===== src/rtl/fetch_pkg.sv =====
// rtl/fetch_pkg.sv - shared constants and types for the instruction-fetch sequencer
package fetch_pkg;
  localparam int XLEN        = 32;
  localparam int PC_STEP     = 4;
  localparam int QUEUE_DEPTH = 2;

  localparam logic [XLEN-1:0] RESET_PC = 32'h0000_0000;
  localparam logic [XLEN-1:0] TRAP_PC  = 32'h0000_0100;

  typedef enum logic [2:0] {BOOT, REQ, WAIT, KILL, FULL} fetch_state_e;

  typedef struct packed {
    logic [XLEN-1:0] pc;
    logic [XLEN-1:0] insn;
  } fetch_entry_t;
endpackage


===== src/rtl/fetch_queue.sv =====
// rtl/fetch_queue.sv - 2-entry fetch FIFO; head is always entry 0, flush beats push
module fetch_queue
  import fetch_pkg::*;
(
  input  logic         clk_i,
  input  logic         reset_i,
  input  logic         push_i,
  input  fetch_entry_t push_data_i,
  input  logic         pop_i,
  input  logic         flush_i,
  output fetch_entry_t head_o,
  output logic         full_o,
  output logic         empty_o,
  output logic [1:0]   count_o
);
  fetch_entry_t entry_q [QUEUE_DEPTH];
  logic [1:0]   count_q;
  logic         do_pop;
  logic         do_push;
  logic [1:0]   push_slot;

  assign full_o    = (count_q == 2'(QUEUE_DEPTH));
  assign empty_o   = (count_q == 2'd0);
  assign count_o   = count_q;
  assign head_o    = entry_q[0];
  assign do_pop    = pop_i && !empty_o;
  assign do_push   = push_i && (!full_o || do_pop);
  assign push_slot = do_pop ? (count_q - 2'd1) : count_q;

  always_ff @(posedge clk_i) begin
    if (reset_i) begin
      entry_q[0] <= '0;
      entry_q[1] <= '0;
      count_q    <= 2'd0;
    end else if (flush_i) begin
      count_q <= 2'd0;
    end else begin
      if (do_pop) entry_q[0] <= entry_q[1];
      // A push into slot 0 in the same cycle as a pop overrides the shift.
      if (do_push) begin
        if (push_slot == 2'd0) entry_q[0] <= push_data_i;
        else                   entry_q[1] <= push_data_i;
      end
      case ({do_push, do_pop})
        2'b10:   count_q <= count_q + 2'd1;
        2'b01:   count_q <= count_q - 2'd1;
        default: count_q <= count_q;
      endcase
    end
  end
endmodule


===== src/rtl/fetch_sequencer.sv =====
// rtl/fetch_sequencer.sv - PC owner and single-outstanding imem fetch FSM feeding decode
// PC_MISALIGN_TRAP_EN: misaligned redirect targets trap to TRAP_PC instead of being truncated.
module fetch_sequencer
  import fetch_pkg::*;
(
  input  logic            clk_i,
  input  logic            reset_i,
  output logic            imem_req_o,
  output logic [XLEN-1:0] imem_addr_o,
  input  logic            imem_gnt_i,
  input  logic            imem_rvalid_i,
  input  logic [XLEN-1:0] imem_rdata_i,
  output logic            inst_valid_o,
  output logic [XLEN-1:0] inst_o,
  output logic [XLEN-1:0] inst_pc_o,
  input  logic            inst_ready_i,
  input  logic            jump_valid_i,
  input  logic [XLEN-1:0] jump_target_i,
  input  logic            branch_taken_i,
  input  logic [XLEN-1:0] branch_offset_i,
  output logic            misalign_trap_o
);
  fetch_state_e    state_q, state_d;
  logic [XLEN-1:0] fetch_pc_q, fetch_pc_d;
  logic [XLEN-1:0] issue_pc_q, issue_pc_d;
  logic            req_q, trap_q;
  logic [XLEN-1:0] addr_q;

  logic            pop, redirect, misalign, push;
  logic [XLEN-1:0] target_raw, redirect_pc;
  fetch_entry_t    push_entry, head;
  logic            q_full, q_empty;
  logic [1:0]      q_count;

  assign pop        = inst_valid_o && inst_ready_i;
  assign redirect   = pop && (jump_valid_i || branch_taken_i);
  assign target_raw = jump_valid_i ? jump_target_i : (inst_pc_o + branch_offset_i);

`ifdef PC_MISALIGN_TRAP_EN
  assign misalign    = redirect && (target_raw[1:0] != 2'b00);
  assign redirect_pc = misalign ? TRAP_PC : target_raw;
`else
  assign misalign    = 1'b0;
  assign redirect_pc = target_raw & ~XLEN'(3);
`endif

  always_comb begin
    state_d    = state_q;
    fetch_pc_d = fetch_pc_q;
    issue_pc_d = issue_pc_q;
    push       = 1'b0;
    case (state_q)
      BOOT: begin
        state_d    = REQ;
        fetch_pc_d = RESET_PC;
      end
      REQ: begin
        if (imem_gnt_i) begin
          issue_pc_d = fetch_pc_q;
          fetch_pc_d = fetch_pc_q + XLEN'(PC_STEP);
          state_d    = WAIT;
        end
        // A granted request is already in flight, so its response must be drained.
        if (redirect) begin
          fetch_pc_d = redirect_pc;
          state_d    = imem_gnt_i ? KILL : REQ;
        end
      end
      WAIT: begin
        if (redirect) begin
          fetch_pc_d = redirect_pc;
          state_d    = imem_rvalid_i ? REQ : KILL;
        end else if (imem_rvalid_i) begin
          push    = 1'b1;
          state_d = (({1'b0, q_count} + 3'd1 - {2'b00, pop}) >= 3'(QUEUE_DEPTH)) ? FULL : REQ;
        end
      end
      KILL: begin
        if (redirect) fetch_pc_d = redirect_pc;
        if (imem_rvalid_i) state_d = REQ;
      end
      FULL: begin
        if (redirect) begin
          fetch_pc_d = redirect_pc;
          state_d    = REQ;
        end else if (pop || !q_full) begin
          state_d = REQ;
        end
      end
      default: state_d = BOOT;
    endcase
  end

  always_ff @(posedge clk_i) begin
    if (reset_i) begin
      state_q    <= BOOT;
      fetch_pc_q <= RESET_PC;
      issue_pc_q <= RESET_PC;
      req_q      <= 1'b0;
      addr_q     <= RESET_PC;
      trap_q     <= 1'b0;
    end else begin
      state_q    <= state_d;
      fetch_pc_q <= fetch_pc_d;
      issue_pc_q <= issue_pc_d;
      req_q      <= (state_d == REQ);
      addr_q     <= fetch_pc_d;
      trap_q     <= misalign;
    end
  end

  always_comb begin
    push_entry      = '0;
    push_entry.pc   = issue_pc_q;
    push_entry.insn = imem_rdata_i;
  end

  fetch_queue u_queue (
    .clk_i       (clk_i),
    .reset_i     (reset_i),
    .push_i      (push),
    .push_data_i (push_entry),
    .pop_i       (pop),
    .flush_i     (redirect),
    .head_o      (head),
    .full_o      (q_full),
    .empty_o     (q_empty),
    .count_o     (q_count)
  );

  assign imem_req_o      = req_q;
  assign imem_addr_o     = addr_q;
  assign inst_valid_o    = !q_empty;
  assign inst_o          = head.insn;
  assign inst_pc_o       = head.pc;
  assign misalign_trap_o = trap_q;
endmodule


===== config.mk =====
export PLATFORM = sky130hd
export DESIGN_NAME = fetch_sequencer
export DESIGN_NICKNAME = d
export VERILOG_FILES = /design/src/rtl/fetch_pkg.sv /design/src/rtl/fetch_queue.sv /design/src/rtl/fetch_sequencer.sv
export SDC_FILE = /design/constraint.sdc
export NUM_CORES = 1
export LEC_CHECK = 0
export BUFFER_PORTS_ARGS = -buffer_cell sky130_fd_sc_hd__buf_2
export CAP_MARGIN = 5
export CORE_ASPECT_RATIO = 1.4
export CORE_MARGIN = 8
export CORE_UTILIZATION = 39
export DETAILED_ROUTE_END_ITERATION = 12
export GPL_TIMING_DRIVEN = 0
export PLACE_DENSITY = 0.72
export SYNTH_ARGS = -nofsm -noshare
export SYNTH_HDL_FRONTEND = slang
export SYNTH_SLANG_ARGS = --single-unit

===== constraint.sdc =====
create_clock -name clk_i -period 4.4 [get_ports clk_i]
set_clock_uncertainty 0.2 [all_clocks]
set_input_delay 0.66 -clock clk_i [delete_from_list [all_inputs] [get_ports clk_i]]
set_output_delay 0.66 -clock clk_i [all_outputs]
set_load 0.01 [all_outputs]

==> impl_metrics.prom <==
# TYPE chip_impl_metric gauge
chip_impl_metric{name="max_slew.worst_pin.slew",unit="ns"} 1.23
chip_impl_metric{name="synth-edff-count",unit=""} 124
chip_impl_metric{name="postCtsResizedCells",unit=""} 0
chip_impl_metric{name="gpl.final_weighted_congestion",unit=""} 0.949
chip_impl_metric{name="synth_seq_area_share",unit=""} 0.473
chip_impl_metric{name="power-per-cell-area",unit="mW/mm2"} 383
chip_impl_info{name="path_category_of_the_worst_min_delay_check",value="reg -> reg"} 1
chip_impl_metric{name="timing_max_transition_violations_final",unit=""} 0
chip_impl_info{name="layout.cells.most_common_list",value="sky130_fd_sc_hd__nand2_1, sky130_fd_sc_hd__buf_2, sky130_fd_sc_hd__a21oi_1, sky130_fd_sc_hd__edfxtp_1, sky130_fd_sc_hd__buf_4"} 1
chip_impl_metric{name="wirelength",unit="um"} 35100
chip_impl_metric{name="syn-mean-instance-area",unit="um2"} 9.01
chip_impl_metric{name="synth.distinct_cells",unit=""} 73
chip_impl_metric{name="final_core_util",unit=""} 0.472
chip_impl_metric{name="post_detailed_route_drc_marker_count",unit=""} 0
chip_impl_info{name="clock_tree_root_driver_cell",value="sky130_fd_sc_hd__clkbuf_16"} 1
chip_impl_metric{name="pin_count_of_the_biggest_net_entering_global_routing",unit=""} 63
chip_impl_metric{name="numCtsBuffers",unit=""} 17
chip_impl_metric{name="finish.net_count",unit=""} 1538
chip_impl_metric{name="io_buffer_count",unit=""} 192
chip_impl_info{name="cts_tree",value="yes"} 1
chip_impl_metric{name="maxCapViolations",unit=""} 0
chip_impl_metric{name="clkSlewWorstSetupHoldPaths",unit="ns"} 0.07
chip_impl_info{name="cp_class",value="reg -> reg"} 1
chip_impl_metric{name="synth-warning-count",unit=""} 0
chip_impl_metric{name="layout-area-overhead-vs-synth",unit="%"} 19.1
chip_impl_metric{name="final_cell_count_no_fill",unit=""} 1779
chip_impl_metric{name="grt_pass1_vias",unit=""} 9742
chip_impl_metric{name="detail_route.first_pass.iterations",unit=""} 5
chip_impl_metric{name="clock_path_buffers",unit=""} 2
chip_impl_metric{name="timing.max_slew.rel_slack",unit=""} 0.180
chip_impl_metric{name="cts_hold_bufs",unit=""} 0
chip_impl_metric{name="floorplan.core_area",unit="mm2"} 0.0269
chip_impl_metric{name="core.rowCount",unit=""} 71
chip_impl_info{name="critPathCaptureType",value="flop"} 1
chip_impl_metric{name="vdd.ir_drop.worst",unit="mV"} 0.291
chip_impl_metric{name="drt_iter0_drc",unit=""} 647
chip_impl_metric{name="dr_total_vias",unit=""} 9555
chip_impl_metric{name="htreeDepth",unit=""} 4
chip_impl_info{name="layout_commonest_cell",value="sky130_fd_sc_hd__nand2_1"} 1
chip_impl_metric{name="timing.fmax",unit="MHz"} 243
chip_impl_metric{name="timing.final.crit_share",unit=""} 0.935
chip_impl_info{name="rsz0062_at_grt",value="false"} 1
chip_impl_metric{name="setup-violations-final",unit=""} 0
chip_impl_metric{name="global_route.overflow_total",unit=""} 0
chip_impl_info{name="start_kind",value="flop"} 1
chip_impl_metric{name="tritoncts_num_sinks",unit=""} 190
chip_impl_info{name="postSynth.topFlopCell",value="sky130_fd_sc_hd__edfxtp_1"} 1
chip_impl_metric{name="wire_per_inst",unit="um"} 19.7
chip_impl_metric{name="p_leak",unit="uW"} 0.00513
chip_impl_metric{name="hold_violations",unit=""} 0
chip_impl_metric{name="start_util",unit=""} 0.396
chip_impl_metric{name="fin_hold_ws",unit="ns"} 0.271
chip_impl_metric{name="die_w",unit="um"} 156
chip_impl_metric{name="worst_ep_arrival_time",unit="ns"} 4.06
chip_impl_metric{name="asyncSetResetFlopFracSynth",unit=""} 0
chip_impl_metric{name="top_level_ports",unit=""} 202
chip_impl_metric{name="detail-route-antenna-nets",unit=""} 0
chip_impl_metric{name="layout-drive-gt1-share",unit=""} 0.219
chip_impl_metric{name="grt_pass1_wl",unit="um"} 53600
chip_impl_metric{name="timing.final.crit_period",unit="ns"} 4.11
chip_impl_metric{name="viasPerCell",unit=""} 5.37
chip_impl_metric{name="syn_area",unit="mm2"} 0.0107
chip_impl_metric{name="synthCells",unit=""} 1184
chip_impl_metric{name="place_inst",unit=""} 1747
chip_impl_metric{name="worst_skew_pair.late_latency",unit="ns"} 0.44
chip_impl_metric{name="total_of_flip_flops_plus_latches_after_synthesis",unit=""} 190
chip_impl_metric{name="timing.critical_path.required",unit="ns"} 4.35
chip_impl_metric{name="die_height",unit="um"} 212
chip_impl_metric{name="antenna_found_initial",unit=""} 7
chip_impl_metric{name="post-cts-setup-buffers",unit=""} 0
chip_impl_metric{name="maximum_fanout_encountered_on_the_critical_timing_path",unit=""} 54
chip_impl_metric{name="die-area",unit="mm2"} 0.0330
chip_impl_metric{name="globalRouteTotalUtil",unit=""} 0.211
chip_impl_metric{name="dp_hpwl",unit="um"} 26900
chip_impl_info{name="outcome",value="completed"} 1
[power breakdown]
group	total, uW	switching [uW]	internal, uW
combinational	1260	785	476
clock	1440	672	768
sequential	2160	110	2050
total	4860	1570	3290
[registers in the layout, summed over array words and instances (netlist names)]
register	count
imem_addr_o	30
imem_req_o	1
issue_pc_q	30
state_q	3
u_queue.count_o	2
u_queue.entry_q	124
[stage by stage]
step	setup WS (ns)	power (uW)	setup TNS (ns)	instance area [um2]
finish	0.285	4860	0	12700
global route	0.0419	5090	0	12700
CTS	0.264	4880	0	12700
detailed placement	0.169	3440	0	12200
global placement	-1.07	3420	-105.59	12100
floorplan	0.663	2970	0	10700
[synth_stat cells, types with 13 or more instances]
master | instances | area share
sky130_fd_sc_hd__buf_4 | 67 | 0.047
sky130_fd_sc_hd__edfxtp_1 | 124 | 0.35
sky130_fd_sc_hd__clkbuf_1 | 62 | 0.022
sky130_fd_sc_hd__and2_1 | 66 | 0.039
sky130_fd_sc_hd__xor2_1 | 13 | 0.011
sky130_fd_sc_hd__nand2_1 | 252 | 0.089
sky130_fd_sc_hd__nor2_1 | 49 | 0.017
sky130_fd_sc_hd__a21oi_1 | 140 | 0.066
sky130_fd_sc_hd__dfxtp_1 | 66 | 0.12
sky130_fd_sc_hd__xnor2_1 | 18 | 0.015
sky130_fd_sc_hd__nand3_1 | 22 | 0.010
sky130_fd_sc_hd__ha_1 | 34 | 0.040
sky130_fd_sc_hd__o21ai_0 | 51 | 0.024
sky130_fd_sc_hd__nor3_1 | 20 | 0.0094
[cells by family (layout without fill, tap and decap cells)]
group | after synthesis | in the layout | share of synthesized area
buffers and inverters | 148 | 373 | 0.0767
AO/OA/AOI/OAI | 304 | 304 | 0.173
adder cells (fa/ha/maj) | 34 | 34 | 0.0399
flip-flops | 190 | 190 | 0.473
AND/OR/NAND/NOR | 471 | 471 | 0.207
multiplexers | 5 | 5 | 0.00469
other | 1 | 6 | 0.000351
XOR/XNOR | 31 | 31 | 0.0254
[cell type report]
type / instances / area, um2
Fill cell: 2649 / 14200
Sequential cell: 190 / 5040
Multi-Input combinational cell: 850 / 4850
Timing Repair Buffer: 194 / 1000
Buffer: 135 / 769
Tap cell: 365 / 457
Clock buffer: 18 / 429
Clock inverter: 13 / 101
Inverter: 13 / 48.8
Antenna cell: 1 / 2.50
[final timing paths]
check | cells past startpoint | slack [ns] | startpoint | endpoint
hold reg to reg | 2 | 0.27 | issue_pc_q[26] | issue_pc_q[26]
setup reg to reg | 12 | 0.29 | u_queue.count_o[0] | u_queue.entry_q[0][50]
setup / recovery | 12 | 0.29 | u_queue.count_o[0] | u_queue.entry_q[0][50]
hold / removal | 2 | 0.27 | issue_pc_q[26] | issue_pc_q[26]
[layer usage]
metal  part of all wire  vias up  global-route usage  routed length, um
met5             0.0022        -                   0                 78
met1               0.39     4517               0.232              13500
met3              0.080       77              0.0637               2810
met2               0.50      367               0.367              17400
met4              0.036       12              0.0990               1280
li1                   -     4582                   -                  -
[worst max-delay path, cell delays in order, from the launching register on]
cell and delay, ns:
sky130_fd_sc_hd__dfxtp_1 0.38, sky130_fd_sc_hd__inv_1 0.08, sky130_fd_sc_hd__ha_1 0.20, sky130_fd_sc_hd__nand2b_1 0.14
sky130_fd_sc_hd__buf_2 0.16, sky130_fd_sc_hd__nor2_1 0.45, sky130_fd_sc_hd__nor4b_2 0.14, sky130_fd_sc_hd__nand2_1 0.21
sky130_fd_sc_hd__or3_1 0.15, sky130_fd_sc_hd__clkbuf_1 0.40, sky130_fd_sc_hd__clkbuf_1 0.60, sky130_fd_sc_hd__nand3_4 0.32
sky130_fd_sc_hd__buf_16 0.33
Power figures use the tool's default switching activity.
